## src/rtl/f1_pkg.sv

```systemverilog
// Shared types and constants for the F1 reaction timer.
package f1_pkg;

  typedef enum logic [1:0] {IDLE, ARMED, TIMING, DONE} react_state_t;

  localparam int BCD_DIGITS = 4;

endpackage

```

## src/rtl/bcd_counter4.sv

```systemverilog
// Four-digit BCD up-counter with synchronous clear; saturates at 9999.
module bcd_counter4
  import f1_pkg::*;
(
  input  logic                    clk,
  input  logic                    rst,
  input  logic                    clr,
  input  logic                    inc,
  output logic [4*BCD_DIGITS-1:0] bcd
);

  logic [4*BCD_DIGITS-1:0] bcd_nxt;
  logic                    carry;
  logic                    sat;

  assign sat = (bcd == {BCD_DIGITS{4'd9}});

  always_comb begin
    bcd_nxt = bcd;
    carry   = 1'b1;
    for (int i = 0; i < BCD_DIGITS; i++) begin
      if (carry) begin
        if (bcd[4*i +: 4] == 4'd9) begin
          bcd_nxt[4*i +: 4] = 4'd0;
        end else begin
          bcd_nxt[4*i +: 4] = bcd[4*i +: 4] + 4'd1;
          carry             = 1'b0;
        end
      end
    end
  end

  always_ff @(posedge clk or negedge rst) begin
    if (!rst) begin
      bcd <= '0;
    end else if (clr) begin
      bcd <= '0;
    end else if (inc && !sat) begin
      bcd <= bcd_nxt;
    end
  end

endmodule

```

## src/rtl/f1_reaction_timer.sv

```systemverilog
// Reaction timer fed by the F1 start-light bus: times lights-out to button press.
// Defining F1_REACT_BCD_EN adds the react_bcd output driven by bcd_counter4.
module f1_reaction_timer
  import f1_pkg::*;
#(
  parameter int WIDTH      = 8,
  parameter int CNT_WIDTH  = 16,
  parameter int TIMEOUT_MS = 9999
) (
  input  logic                 clk,
  input  logic                 rst,
  input  logic [WIDTH-1:0]     lights,
  input  logic                 tick,
  input  logic                 trigger,
  output logic [CNT_WIDTH-1:0] react_ms,
  output logic                 valid,
  output logic                 jump,
  output logic                 timeout,
  output logic                 busy
`ifdef F1_REACT_BCD_EN
  ,
  output logic [15:0]          react_bcd
`endif
);

  // state  | meaning
  // IDLE   | waiting for all lights on
  // ARMED  | all lights on; a press here is a jump start
  // TIMING | lights out; counting ms ticks until press or timeout
  // DONE   | result held until a new light pattern starts a sequence

  localparam logic [WIDTH-1:0]     ALL_ON = {WIDTH{1'b1}};
  localparam logic [WIDTH-1:0]     FIRST  = WIDTH'(1);
  localparam logic [CNT_WIDTH-1:0] TMO    = CNT_WIDTH'(TIMEOUT_MS);

  react_state_t         state, state_nxt;
  logic [CNT_WIDTH-1:0] cnt, cnt_nxt, react_nxt;
  logic                 valid_nxt, jump_nxt, timeout_nxt, busy_nxt;
  logic                 sync1, sync2, sync3, press;
  logic [WIDTH-1:0]     lights_q;
  logic                 lights_new;
  logic                 bcd_clr, bcd_inc;

  assign press      = sync2 & ~sync3;
  // DONE reacts to a pattern arriving, so a jump start taken while the bus
  // still shows all-on stays on display instead of re-arming immediately.
  assign lights_new = (lights != lights_q);

  always_ff @(posedge clk or negedge rst) begin
    if (!rst) begin
      state    <= IDLE;
      cnt      <= '0;
      react_ms <= '0;
      valid    <= 1'b0;
      jump     <= 1'b0;
      timeout  <= 1'b0;
      busy     <= 1'b0;
      sync1    <= 1'b0;
      sync2    <= 1'b0;
      sync3    <= 1'b0;
      lights_q <= '0;
    end else begin
      state    <= state_nxt;
      cnt      <= cnt_nxt;
      react_ms <= react_nxt;
      valid    <= valid_nxt;
      jump     <= jump_nxt;
      timeout  <= timeout_nxt;
      busy     <= busy_nxt;
      sync1    <= trigger;
      sync2    <= sync1;
      sync3    <= sync2;
      lights_q <= lights;
    end
  end

  always_comb begin
    state_nxt   = state;
    cnt_nxt     = cnt;
    react_nxt   = react_ms;
    valid_nxt   = valid;
    jump_nxt    = jump;
    timeout_nxt = timeout;
    bcd_clr     = 1'b0;
    bcd_inc     = 1'b0;
    case (state)
      IDLE: begin
        if (lights == ALL_ON) state_nxt = ARMED;
      end
      ARMED: begin
        if (press) begin
          state_nxt = DONE;
          valid_nxt = 1'b1;
          jump_nxt  = 1'b1;
          react_nxt = '0;
        end else if (lights == '0) begin
          state_nxt = TIMING;
          cnt_nxt   = '0;
          bcd_clr   = 1'b1;
        end
      end
      TIMING: begin
        if (cnt == TMO) begin
          state_nxt   = DONE;
          valid_nxt   = 1'b1;
          timeout_nxt = 1'b1;
          react_nxt   = TMO;
        end else begin
          if (tick) begin
            cnt_nxt = cnt + CNT_WIDTH'(1);
            bcd_inc = 1'b1;
          end
          if (press) begin
            state_nxt = DONE;
            valid_nxt = 1'b1;
            react_nxt = cnt + CNT_WIDTH'(tick);
          end
        end
      end
      DONE: begin
        if (lights_new && (lights == FIRST || lights == ALL_ON)) begin
          state_nxt   = (lights == FIRST) ? IDLE : ARMED;
          valid_nxt   = 1'b0;
          jump_nxt    = 1'b0;
          timeout_nxt = 1'b0;
          react_nxt   = '0;
          bcd_clr     = 1'b1;
        end
      end
      default: state_nxt = IDLE;
    endcase
    busy_nxt = (state_nxt == ARMED) || (state_nxt == TIMING);
  end

`ifdef F1_REACT_BCD_EN
  bcd_counter4 u_bcd (
    .clk (clk),
    .rst (rst),
    .clr (bcd_clr),
    .inc (bcd_inc),
    .bcd (react_bcd)
  );
`else
  logic unused_bcd;
  assign unused_bcd = bcd_clr ^ bcd_inc;
`endif

endmodule
```

## config.mk

```make
export PLATFORM = sky130hd
export DESIGN_NAME = f1_reaction_timer
export DESIGN_NICKNAME = d
export VERILOG_FILES = /design/src/rtl/f1_pkg.sv /design/src/rtl/bcd_counter4.sv /design/src/rtl/f1_reaction_timer.sv
export SDC_FILE = /design/constraint.sdc
export NUM_CORES = 1
export LEC_CHECK = 0
export CORE_UTILIZATION = 55
export DETAILED_ROUTE_END_ITERATION = 8
export PLACE_DENSITY = 0.9
export RECOVER_POWER = 100
export SLEW_MARGIN = 40
export SYNTH_ARGS = -nofsm -noshare
export SYNTH_HDL_FRONTEND = slang
export SYNTH_HIERARCHICAL = 1
export SYNTH_SLANG_ARGS = --single-unit
```

## constraint.sdc

```tcl
create_clock -name clk -period 2.8 [get_ports clk]
set_input_delay 0.7 -clock clk [delete_from_list [all_inputs] [get_ports clk]]
set_output_delay 0.7 -clock clk [all_outputs]
set_load 0.005 [all_outputs]
```

==> results.md, run 1 <==
* Outcome: complete, but fails checks
* Violated checks: design-rule violations
* Hpwl dp at 4.15 mm
* Sequential cell area at 0.00123 mm2
* Cts bufs inserted at 5
* VDD IR-drop max at 0.000389 V
* XOR/XNOR Fraction of Synth Area at 0.105
* Routed len/inst at 15.4 um
* Cells after synthesis at 253
* Hold_buf cts at 0
* Clock sinks at 49
* Iter 0 DRT Violations at 190
* Reg2reg end: react_ms[11]
* Clock Tree Root: clkbuf_8
* Util after Layout at 0.725
* Sequential fraction of the synthesis area at 0.473
* Hold worst-path end: sync2
* Fin crit share at 0.959
* Final non-filler cell area at 0.00322 mm2
* Hold Path Class: register to register
* Placed Cells at 356
* Static Leakage at 1.42 nW
* Cells along the critical path: clkdlybuf4s50_1 > or4_4 > nor4_4 > o22ai_2 > a311oi_4 > buf_6 > clkbuf_1 > mux2i_1
* Gate power share at 0.221
* Initial antenna violation count at 0
* Post-synthesis adder-cell area fraction at 0.0145
* Vias per cell at 5.85
* CTS clk-pin slew, worst paths at 0.09 ns
* Req. time, crit path at 3.04 ns
* Initial Util at 0.583
* Area growth from synthesis to layout at 24.4%
* Synth top area cells: dfrtp_1 (47%), xnor2_1 (9.1%), nor2_1 (4.8%), o21ai_0 (3.1%), mux2_2 (3.0%)
* Min-Delay Startpoint: sync1
* Post-Syn Area per Cell at 10.2 um2
* R2R depth at 6
* Max incr delay on CP at 0.44 ns
* Clock share of power at 0.265
* Final Setup Violations at 0
* Fin. Hold Viols at 0
* Drt total wl at 5.59 mm
* Share of the synthesized area in the top cell type at 0.473
* RSZ-0062 raised after global routing: false
* Synth Flop Type: dfrtp_1
* DP Worst Slack at -0.277 ns
* Post-synth EDFFs at 0
* #FFs+latches synth at 49
* DR pass1 iterations at 7
* Fmax at 0.372 GHz
* Fillers at 352
* Synth cell types at 42
* Syn_nets at 268
* First-pass GRT wire length at 9.82 mm
* Area occupied by multi-input gates at 0.00128 mm2
* TritonCTS clock tree: built
* CP Max Fanout at 7
* Int Power at 1.14 mW
* Vias at 2124
* Synth Area in Simple Gates at 0.213
* Layout cell share with drive strength beyond 1 at 0.167
* CP delay by family, top: buffers and inverters
* Slew headroom at 0.333
* P_sw at 454 uW
* Top cell type by total area after synthesis: dfrtp_1
* # DRC at 2
* Buf/Inv on CP at 3
* Die Area at 0.00499 mm2
* Max Cap Viol at 0
* Worst setup EP type: register
* Die width at 70.6 um
* Startpoint Class: input pin
* Final GP Congestion at 0.933
* Worst skew pair latency at 0.31 ns
* Worst path slowest cell: or4_4
* Reg power frac at 0.514
* Fin nets at 326
* Worst Tran Pin Value at 1.00 ns
* Worst clock skew at 0.00789 ns
* Crit path arrival time at 2.92 ns
* Worst Hold Depth at 0
* GRT Residual Overflow at 0
* Fin cells at 363
* Die H at 70.6 um
* FFs w/ async S/R, synth at 1.00
* Number of global-route vias before repair at 2158
* # rows at 24
* ANT nets after route at 0
* Clk buf depth at 2
* RR Startpoint: cnt[7]
* Combinational family with the most area after synthesis: simple AND/OR/NAND/NOR gates
* Largest net degree at the start of global routing at 32
* Pins Over Slew Limit at 0
* R2r setup slk at 0.28 ns
* IO Port Bufs at 31
* Top-count cell post-synth: dfrtp_1
* Synth Cell Area at 0.00259 mm2
* Antenna diodes at 0
* Mux contribution to synthesized area at 0.0749
* Final min period at 2.69 ns
* Synth cell count leaders: dfrtp_1 (49), nor2_1 (33), xnor2_1 (27)
* Area after DPL at 0.00316 mm2
* Sw Share at 0.285
* Top Ports at 32
* Total GRT Usage at 0.254
* WS Path Type: input pin to register
* Final setup margin at 0.114 ns
* Synth Area in Compound Gates at 0.0816
* PwrDens at 495 mW/mm2
* Core box area at 0.00444 mm2
* Setup TNS at 0 ns
* YS warnings at 6
* Htree depth at 2
## area by class of cell
type / count / share of cell area
Timing Repair Buffer: 64 / 0.166
Clock buffer: 7 / 0.0268
Inverter: 8 / 0.00932
Multi-Input combinational cell: 183 / 0.397
Tap cell: 52 / 0.0202
Sequential cell: 49 / 0.380
## sequential cells by signal, indices dropped and copies added, names as in the netlist
signal and flops:
timeout 1, cnt 16, sync1 1, busy 1
react_ms 16, sync2 1, state 2, lights_q 8
sync3 1, jump 1, valid 1
## stage by stage
stage / power, mW / hold WS [ns]
floorplan: 1.03 / 0.331
global placement: 1.18 / 0.334
detailed placement: 1.20 / 0.337
CTS: 1.62 / 0.325
global route: 1.67 / 0.370
finish: 1.60 / 0.352
## what timing repair did
action | in CTS | in global routing
setup buffers | 0 | 0
endpoints found under the setup margin | 0 | 27
gates resized for setup | 0 | 7
## worst max-delay path by stage
| stage | start | to | slack (ns) | cells past startpoint |
|---|---|---|---|---|
| after global placement | lights[7] | react_ms[14] | -0.22 | 7 |
| final | lights[7] | react_ms[0] | 0.11 | 8 |
| after detailed placement | lights[7] | react_ms[8] | -0.28 | 7 |
| after CTS | lights[7] | react_ms[11] | 0.05 | 7 |
| after global routing | lights[7] | react_ms[5] | 0.02 | 7 |
| after floorplan | lights[7] | react_ms[14] | 0.02 | 6 |
## cells in the final DEF (no fill, tap or decap), types with 5 or more instances in the layout
| cell type | netlist | routed |
|---|---|---|
| clkbuf_1 | 8 | 9 |
| or3_1 | 5 | 5 |
| xnor2_1 | 27 | 27 |
| or4_1 | 6 | 5 |
| nor3_1 | 5 | 5 |
| nand4_1 | 10 | 10 |
| nor2_1 | 33 | 32 |
| dfrtp_1 | 49 | 49 |
| nand2_1 | 13 | 13 |
| buf_4 | 0 | 22 |
| o21ai_0 | 16 | 16 |
| clkbuf_8 | 0 | 6 |
| nor4_1 | 7 | 7 |
| a21oi_1 | 6 | 6 |
| nand3_1 | 6 | 6 |
| inv_1 | 8 | 8 |
| mux2_2 | 7 | 7 |
| dlygate4sd3_1 | 0 | 23 |
## logic make-up after synthesis
logic type	count (synthesis)
buf+inv	21
xor+xnor	31
flops	49
compound gates	32
mux	16
fa+ha+maj	3
simple gates	101
## per-layer routing
metal	vias to the layer above	track usage	wire length [um]
li1	1007	-	-
met1	1028	0.294	2300
met2	74	0.463	2900
met3	15	0.0456	263
met4	0	0.107	129
met5	-	0	0
## power groups by stage
stage	sequential [mW]	combinational (mW)	clock (mW)
after floorplan	0.807	0.222	0
after global placement	0.831	0.354	0
after detailed placement	0.832	0.368	0
after CTS	0.819	0.369	0.430
after global routing	0.829	0.390	0.451
final	0.820	0.352	0.423
Power figures use the tool's default switching activity.
==> run 2, diff against run 1 <==
--- a/config.mk
+++ b/config.mk
@@ -5,6 +5,7 @@
 export SDC_FILE = /design/constraint.sdc
 export NUM_CORES = 1
 export LEC_CHECK = 0
+export CORE_ASPECT_RATIO = 0.8
 export CORE_UTILIZATION = 55
 export DETAILED_ROUTE_END_ITERATION = 8
 export PLACE_DENSITY = 0.9
==> run 2 against run 1 <==
Against the previous run: the flow now finishes without violations; cell area increased by 1.1%; via count rose by 3.0%; die area about the same; register-to-register slack got worse by 0.05 ns; combinational power grew 11%; clock skew fell by 0.0010 ns; total power increased by 2.2%; final cell count rose by 0.83%; global-route usage increased by 1.5 points; critical path depth is the same; sequential cell count stayed put; maximum frequency decreased by 0.61%.
==> results.md, run 2 (synthesis gave the netlist of run 1 again) <==
* Final min period at 2.70 ns
* CTS clk-pin slew, worst paths at 0.08 ns
* Vias at 2187
* Initial Util at 0.597
* Fin nets at 324
* Fmax at 0.370 GHz
* Top Ports at 32
* Cts bufs inserted at 5
* Pwr Total at 1.63 mW
* Drt total wl at 6.16 mm
* RSZ-0062 raised after global routing: false
* Met3 Use GR at 0.0580
* Startpoint Class: input pin
* Fin. Hold Viols at 0
* Final Setup Violations at 0
* Final GP Congestion at 0.902
* Die width at 78.7 um
* First-pass GRT wire length at 10.0 mm
* Area occupied by multi-input gates at 0.00129 mm2
* WS Path Type: input pin to register
* # DRC at 0
* Hpwl dp at 4.34 mm
* Die H at 63.4 um
* CP Max Fanout at 6
* Req. time, crit path at 2.99 ns
* Total GRT Usage at 0.268
* Fillers at 283
* Worst skew pair latency at 0.30 ns
* Die Area at 0.00499 mm2
* Number of global-route vias before repair at 2071
* TritonCTS clock tree: built
* Commonest non-fill, non-tap cell in the layout: dfrtp_1
* Worst clock skew at 0.00687 ns
* Largest net degree at the start of global routing at 50
* # rows at 21
* Static Leakage at 1.43 nW
* Area growth from synthesis to layout at 25.8%
* Vias per cell at 5.98
* Setup TNS at 0 ns
* Most frequent cells in the layout: dfrtp_1 (49), nor2_1 (32), xnor2_1 (27)
* Layout cell share with drive strength beyond 1 at 0.175
* Hold_buf cts at 0
* Clk buf depth at 2
* Iter 0 DRT Violations at 176
* Final hold slack at 0.353 ns
* Routed len/inst at 16.8 um
* Max Cap Viol at 0
* Clock sinks at 49
* VDD IR-drop max at 0.000405 V
* GR Util met1 at 0.385
* IO Port Bufs at 31
* Fin crit share at 0.965
* Layer with the highest usage: met1
* DR pass1 iterations at 5
* Outcome: complete, no violations
* Clock Tree Root: clkbuf_8
* Grt met2 use at 0.385
* Antenna diodes at 0
* Initial antenna violation count at 0
* Largest regs: cnt (16), react_ms (16), lights_q (8)
* Sequential cell area at 0.00123 mm2
* PwrDens at 500 mW/mm2
* Crit path arrival time at 2.89 ns
* Core box area at 0.00434 mm2
* Slew headroom at 0.218
* Worst Tran Pin Value at 1.17 ns
* GRT Residual Overflow at 0
* Worst setup EP type: register
* Hold Path Class: register to register
* R2r setup slk at 0.23 ns
* ANT nets after route at 0
* Pins Over Slew Limit at 0
* Htree depth at 2
## run 2: report_power, final
part | internal (mW) | switching [mW]
registers | 0.757 | 0.0681
clock network | 0.196 | 0.219
logic | 0.219 | 0.172
total | 1.17 | 0.459
## run 2: layer usage
layer | wire length, um | part of all wire
met2 | 2810 | 0.46
met3 | 383 | 0.062
met4 | 165 | 0.027
met1 | 2800 | 0.45
met5 | 0 | 0
## run 2: cell type report
cell class | count | share of cell area
flip-flops and latches | 49 | 0.376
repair buffers | 62 | 0.171
inverters | 8 | 0.00922
multi-input cells | 183 | 0.395
clock buffers | 7 | 0.0265
well taps | 57 | 0.0219
## run 2: what timing repair did
action                     in CTS  in global routing
gates resized for setup         0                  7
setup buffers                   0                  1
setup endpoints to repair       0                 29
## run 2: worst paths after layout
| kind | startpoint | to | depth (start not counted) |
|---|---|---|---|
| setup / recovery | lights[4] | react_ms[8] | 8 |
| hold / removal | sync1 | sync2 | 0 |
| setup reg to reg | cnt[4] | react_ms[8] | 6 |
| hold reg to reg | sync1 | sync2 | 0 |
| max in group asynchronous | rst | react_ms[14] | 2 |
| min in group asynchronous | rst | sync1 | 2 |
## run 2: critical path, stage by stage
cell and delay (ns):
clkdlybuf4s50_1 0.48, clkbuf_1 0.27, nand4_1 0.13, nor2_1 0.19, o22ai_2 0.12, a311oi_4 0.44, clkbuf_16 0.24, mux2_2 0.33
## run 2: stage by stage
stage | cell area [um2] | setup WS (ns) | std cells | util
final | 3260 | 0.0975 | 366 | 0.752
after global routing | 3260 | 0.00793 | 366 | 0.752
after CTS | 3230 | 0.000935 | 364 | 0.745
after detailed placement | 3140 | -0.322 | 357 | 0.725
after global placement | 3140 | -0.264 | 357 | 0.725
after floorplan | 2610 | 0.0248 | 253 | -
==> patch 1, RTL diff (flow settings as in run 1) <==
Make the reset (`rst`) synchronous in one clocked block.
--- a/src/rtl/f1_reaction_timer.sv
+++ b/src/rtl/f1_reaction_timer.sv
@@ -46,7 +46,7 @@
   // still shows all-on stays on display instead of re-arming immediately.
   assign lights_new = (lights != lights_q);
 
-  always_ff @(posedge clk or negedge rst) begin
+  always_ff @(posedge clk) begin
     if (!rst) begin
       state    <= IDLE;
       cnt      <= '0;
Check against the original RTL: differs if rst is asserted again (counterexample within 4 cycles, from zero or initial values and one cycle with rst low); with rst held inactive, the same outputs for 10 cycles.
==> patch 1 against run 1 <==
Sequential cell count stayed put. Synthesized cell count is 8.3% higher. Cell area shrank 11%. Critical endpoint is now cnt[12]. Wire length down 10%. Count of clock-buffer cells in the layout is the same. Sequential share of layout area shrank 3.8 points. First-iteration DRC count shrank 14%. Synthesized area shrank 6.1%. Critical path type unchanged. Setup slack better by 140 ps.
Power is not compared: it rests on default switching activity, and its combinational part moved more than twofold at a synthesized area within 25%.
==> patch 1: results (changes against run 1) <==
| Metric | Value |
|---|---|
| Status | finished clean |
| Hold_sp | sync2 |
| Non-clk bufs | 42 (-34%) |
| Well Taps | 50 (-3.8%) |
| Vias | 2,094 (-1.4%) |
| Crit path largest cell delay | 460 ps (+20 ps) |
| Crit path arrival time | 2780 ps (-140 ps) |
| Worst hold endpoint | sync3 |
| Pre-antenna DRT Iters | 4 (-3) |
| Ys flop type | dfxtp_1 |
| Final Skew | 9.78 ps (+1.89 ps) |
| Hold Slack | 456 ps (+104 ps) |
| Flop2flop setup slack | 360 ps (+80 ps) |
| Syn nets | 289 (+7.8%) |
| Seq/total area | 34.2% (-3.8 points) |
| Inverters | 1 (-7) |
| Met2 WL | 2230 um (-23%) |
| Worst r2r src | cnt[5] |
| Crit path max fanout | 14 (+7) |
| Clock network area share | 3.54% (+0.86 points) |
| Met2 Usage GRT | 35.2% (-11 points) |
| Post-synth cell types | 47 (+12%) |
| CP max stage cell | clkdlybuf4s50_1 |
| Data buffer area share | 13.5% (-3.1 points) |
| DR WL/cell | 14.2 um (-8.0%) |
| Largest cells by area after synthesis | dfxtp_1 40%, xor2_1 6.5%, xnor2_1 5.4%, nand3_1 4.5%, and2_1 4.1% |
| WHS Path Cells | 1 (+1) |
| P&R area growth vs syn | 17.9% |
| Nets | 318 (-2.5%) |
| R2R Path End | react_ms[10] |
| Placed instance area | 2800 um2 (-11%) |
| Fillers | 305 (-13%) |
| Crit path capture | cnt[12] |
[patch 1: cell types whose count changed after synthesis, moves of 9 or more]
cell | run 1 | this run
dfxtp_1 | 0 | 49
nor2_1 | 33 | 24
xor2_1 | 4 | 18
nand3_1 | 6 | 22
xnor2_1 | 27 | 15
o21ai_0 | 16 | 5
dfrtp_1 | 49 | 0
and2_1 | 0 | 16
[patch 1: through the flow]
stage	std cells	setup WS, ps
4_1_cts	354	341
3_3_place_gp	346	64.3
5_1_grt	354	94.8
2_1_floorplan	274	561
3_5_place_dp	346	40.3
6_report	354	257
[patch 1: cells by family (layout without fill, tap and decap cells)]
logic type	Yosys count	count (layout)	share of synthesized area, %
compound gates	53	53	16.8
xor+xnor	33	33	11.9
fa+ha+maj	3	3	1.54
buf+inv	21	51	4.43
flops	49	49	40.3
mux	1	1	0.463
simple gates	114	114	24.5
[patch 1: where the power goes]
part / internal [mW] / switching [mW]
combinational: 0.0332 / 0.0284
sequential: 0.704 / 0.00354
clock: 0.223 / 0.226
==> patch 2, RTL diff (settings of run 1) <==
Made on the original files. `WIDTH`: 8 -> 7.
--- a/src/rtl/f1_reaction_timer.sv
+++ b/src/rtl/f1_reaction_timer.sv
@@ -3,7 +3,7 @@
 module f1_reaction_timer
   import f1_pkg::*;
 #(
-  parameter int WIDTH      = 8,
+  parameter int WIDTH      = 7,
   parameter int CNT_WIDTH  = 16,
   parameter int TIMEOUT_MS = 9999
 ) (
Interface: changed (resized lights); port bits go from 32 to 31. No check against the original RTL was run, so the function may have changed too.
==> patch 2 against run 1 <==
Cell area down 11%. Sequential cell count shrank 1. Largest power group unchanged. Highest routed layer unchanged. Count of clock-buffer cells in the layout is the same. Wire length fell by 7.0%. Cell count fell by 12%. Power shrank 7.3%. Synthesized area fell by 8.0%. Setup slack improved by 62 ps.
==> patch 2: results (changes against run 1) <==
| Metric | Value |
|---|---|
| Status | finished clean |
| Crit path arrival time | 2820 ps (-100 ps) |
| Met2 WL | 2520 um (-13%) |
| Vias in the first global route | 1,796 (-17%) |
| Post-synthesis mux area share | 0.472% (-7.0 points) |
| Data buffer area share | 13.4% (-3.2 points) |
| Share of cells above drive strength 1 | 9.29% (-7.4 points) |
| HPWL after DPL | 3760 um (-9.5%) |
| Sequential power share | 55.1% (+3.7 points) |
| Met3 usage | 5.33% (+0.77 points) |
| Mapped Avg Cell Area | 10.4 um2 (+1.7%) |
| Pre-antenna DRT Iters | 4 (-3) |
| Vias | 1,921 (-9.6%) |
| Hold Slack | 351 ps (-0.281 ps) |
| Registers with the most flip-flops | cnt x16, react_ms x16, lights_q x7 |
| Sw Pwr | 0.393 mW (-13%) |
| Final Skew | 12.0 ps (+4.14 ps) |
| Combinational power | 0.243 mW (-31%) |
| IO buf count | 30 (-3.2%) |
| Crit path max fanout | 4 (-3) |
| CP max stage cell | dlygate4sd3_1 |
| R2R Path End | react_ms[2] |
| DR WL/cell | 16.3 um (+5.8%) |
| R2R cell count | 5 (-1) |
| #MultiIn Comb | 165 (-9.8%) |
| Met1 wire length | 2270 um (-1.6%) |
| Max VDD drop | 466 uV (+20%) |
| Register area share after synthesis | 50.4% (+3.1 points) |
| Area of the multi-input gates | 1120 um2 (-13%) |
| Non-clk bufs | 44 (-31%) |
| Clock network area share | 3.26% (+0.58 points) |
| Largest cells by area after synthesis | dfrtp_1 50%, xnor2_1 6.2%, o2bb2ai_1 5.9%, xor2_1 5.5%, nor2_1 3.5% |
| Synth Area in Adders | 1.57% (+0.13 points) |
| XOR/XNOR share of the synthesized area | 11.8% (+1.3 points) |
| Placed Cells | 311 (-13%) |
| Routed met3 length | 340 um (+29%) |
| Syn nets | 243 (-9.3%) |
| Top post-synthesis cells by count | 48 x dfrtp_1, 22 x nor2_1, 17 x xnor2_1 |
| Inverters | 4 (-4) |
| Final GP Congestion | 0.872 (-6.6%) |
| Met2 Usage GRT | 38.9% (-7.4 points) |
| 1st-iter DRT viols | 156 (-18%) |
| Global router's overall resource usage | 25.2% (-0.12 points) |
| Tightest Pin Transition | 1350 ps (+347 ps) |
## patch 2: changes by cell type after synthesis, moves of 5 or more
cell	run 1	this run
or4_1	6	0
o21ai_0	16	4
mux2_4	5	0
nand4_1	10	3
mux2_2	7	1
xor2_1	4	15
nand3_1	6	15
xnor2_1	27	17
nor2_1	33	22
o2bb2ai_1	0	16
## patch 2: worst max-delay path by stage
stage	slack [ps]	endpoint	cells after the start	from
after floorplan	520	cnt[10]	6	lights[1]
after global placement	140	react_ms[2]	7	lights[3]
after detailed placement	50	react_ms[2]	7	lights[3]
after CTS	330	react_ms[14]	7	tick
after global routing	110	react_ms[1]	8	lights[3]
final	180	react_ms[2]	7	lights[3]
## patch 2: stage by stage
stage / setup slack (ps) / cell area [um2] / power (mW)
after floorplan: 519 / 2380 / 0.947
after global placement: 136 / 2790 / 1.07
after detailed placement: 51.2 / 2790 / 1.09
after CTS: 334 / 2890 / 1.50
after global routing: 113 / 2880 / 1.55
final: 176 / 2880 / 1.48
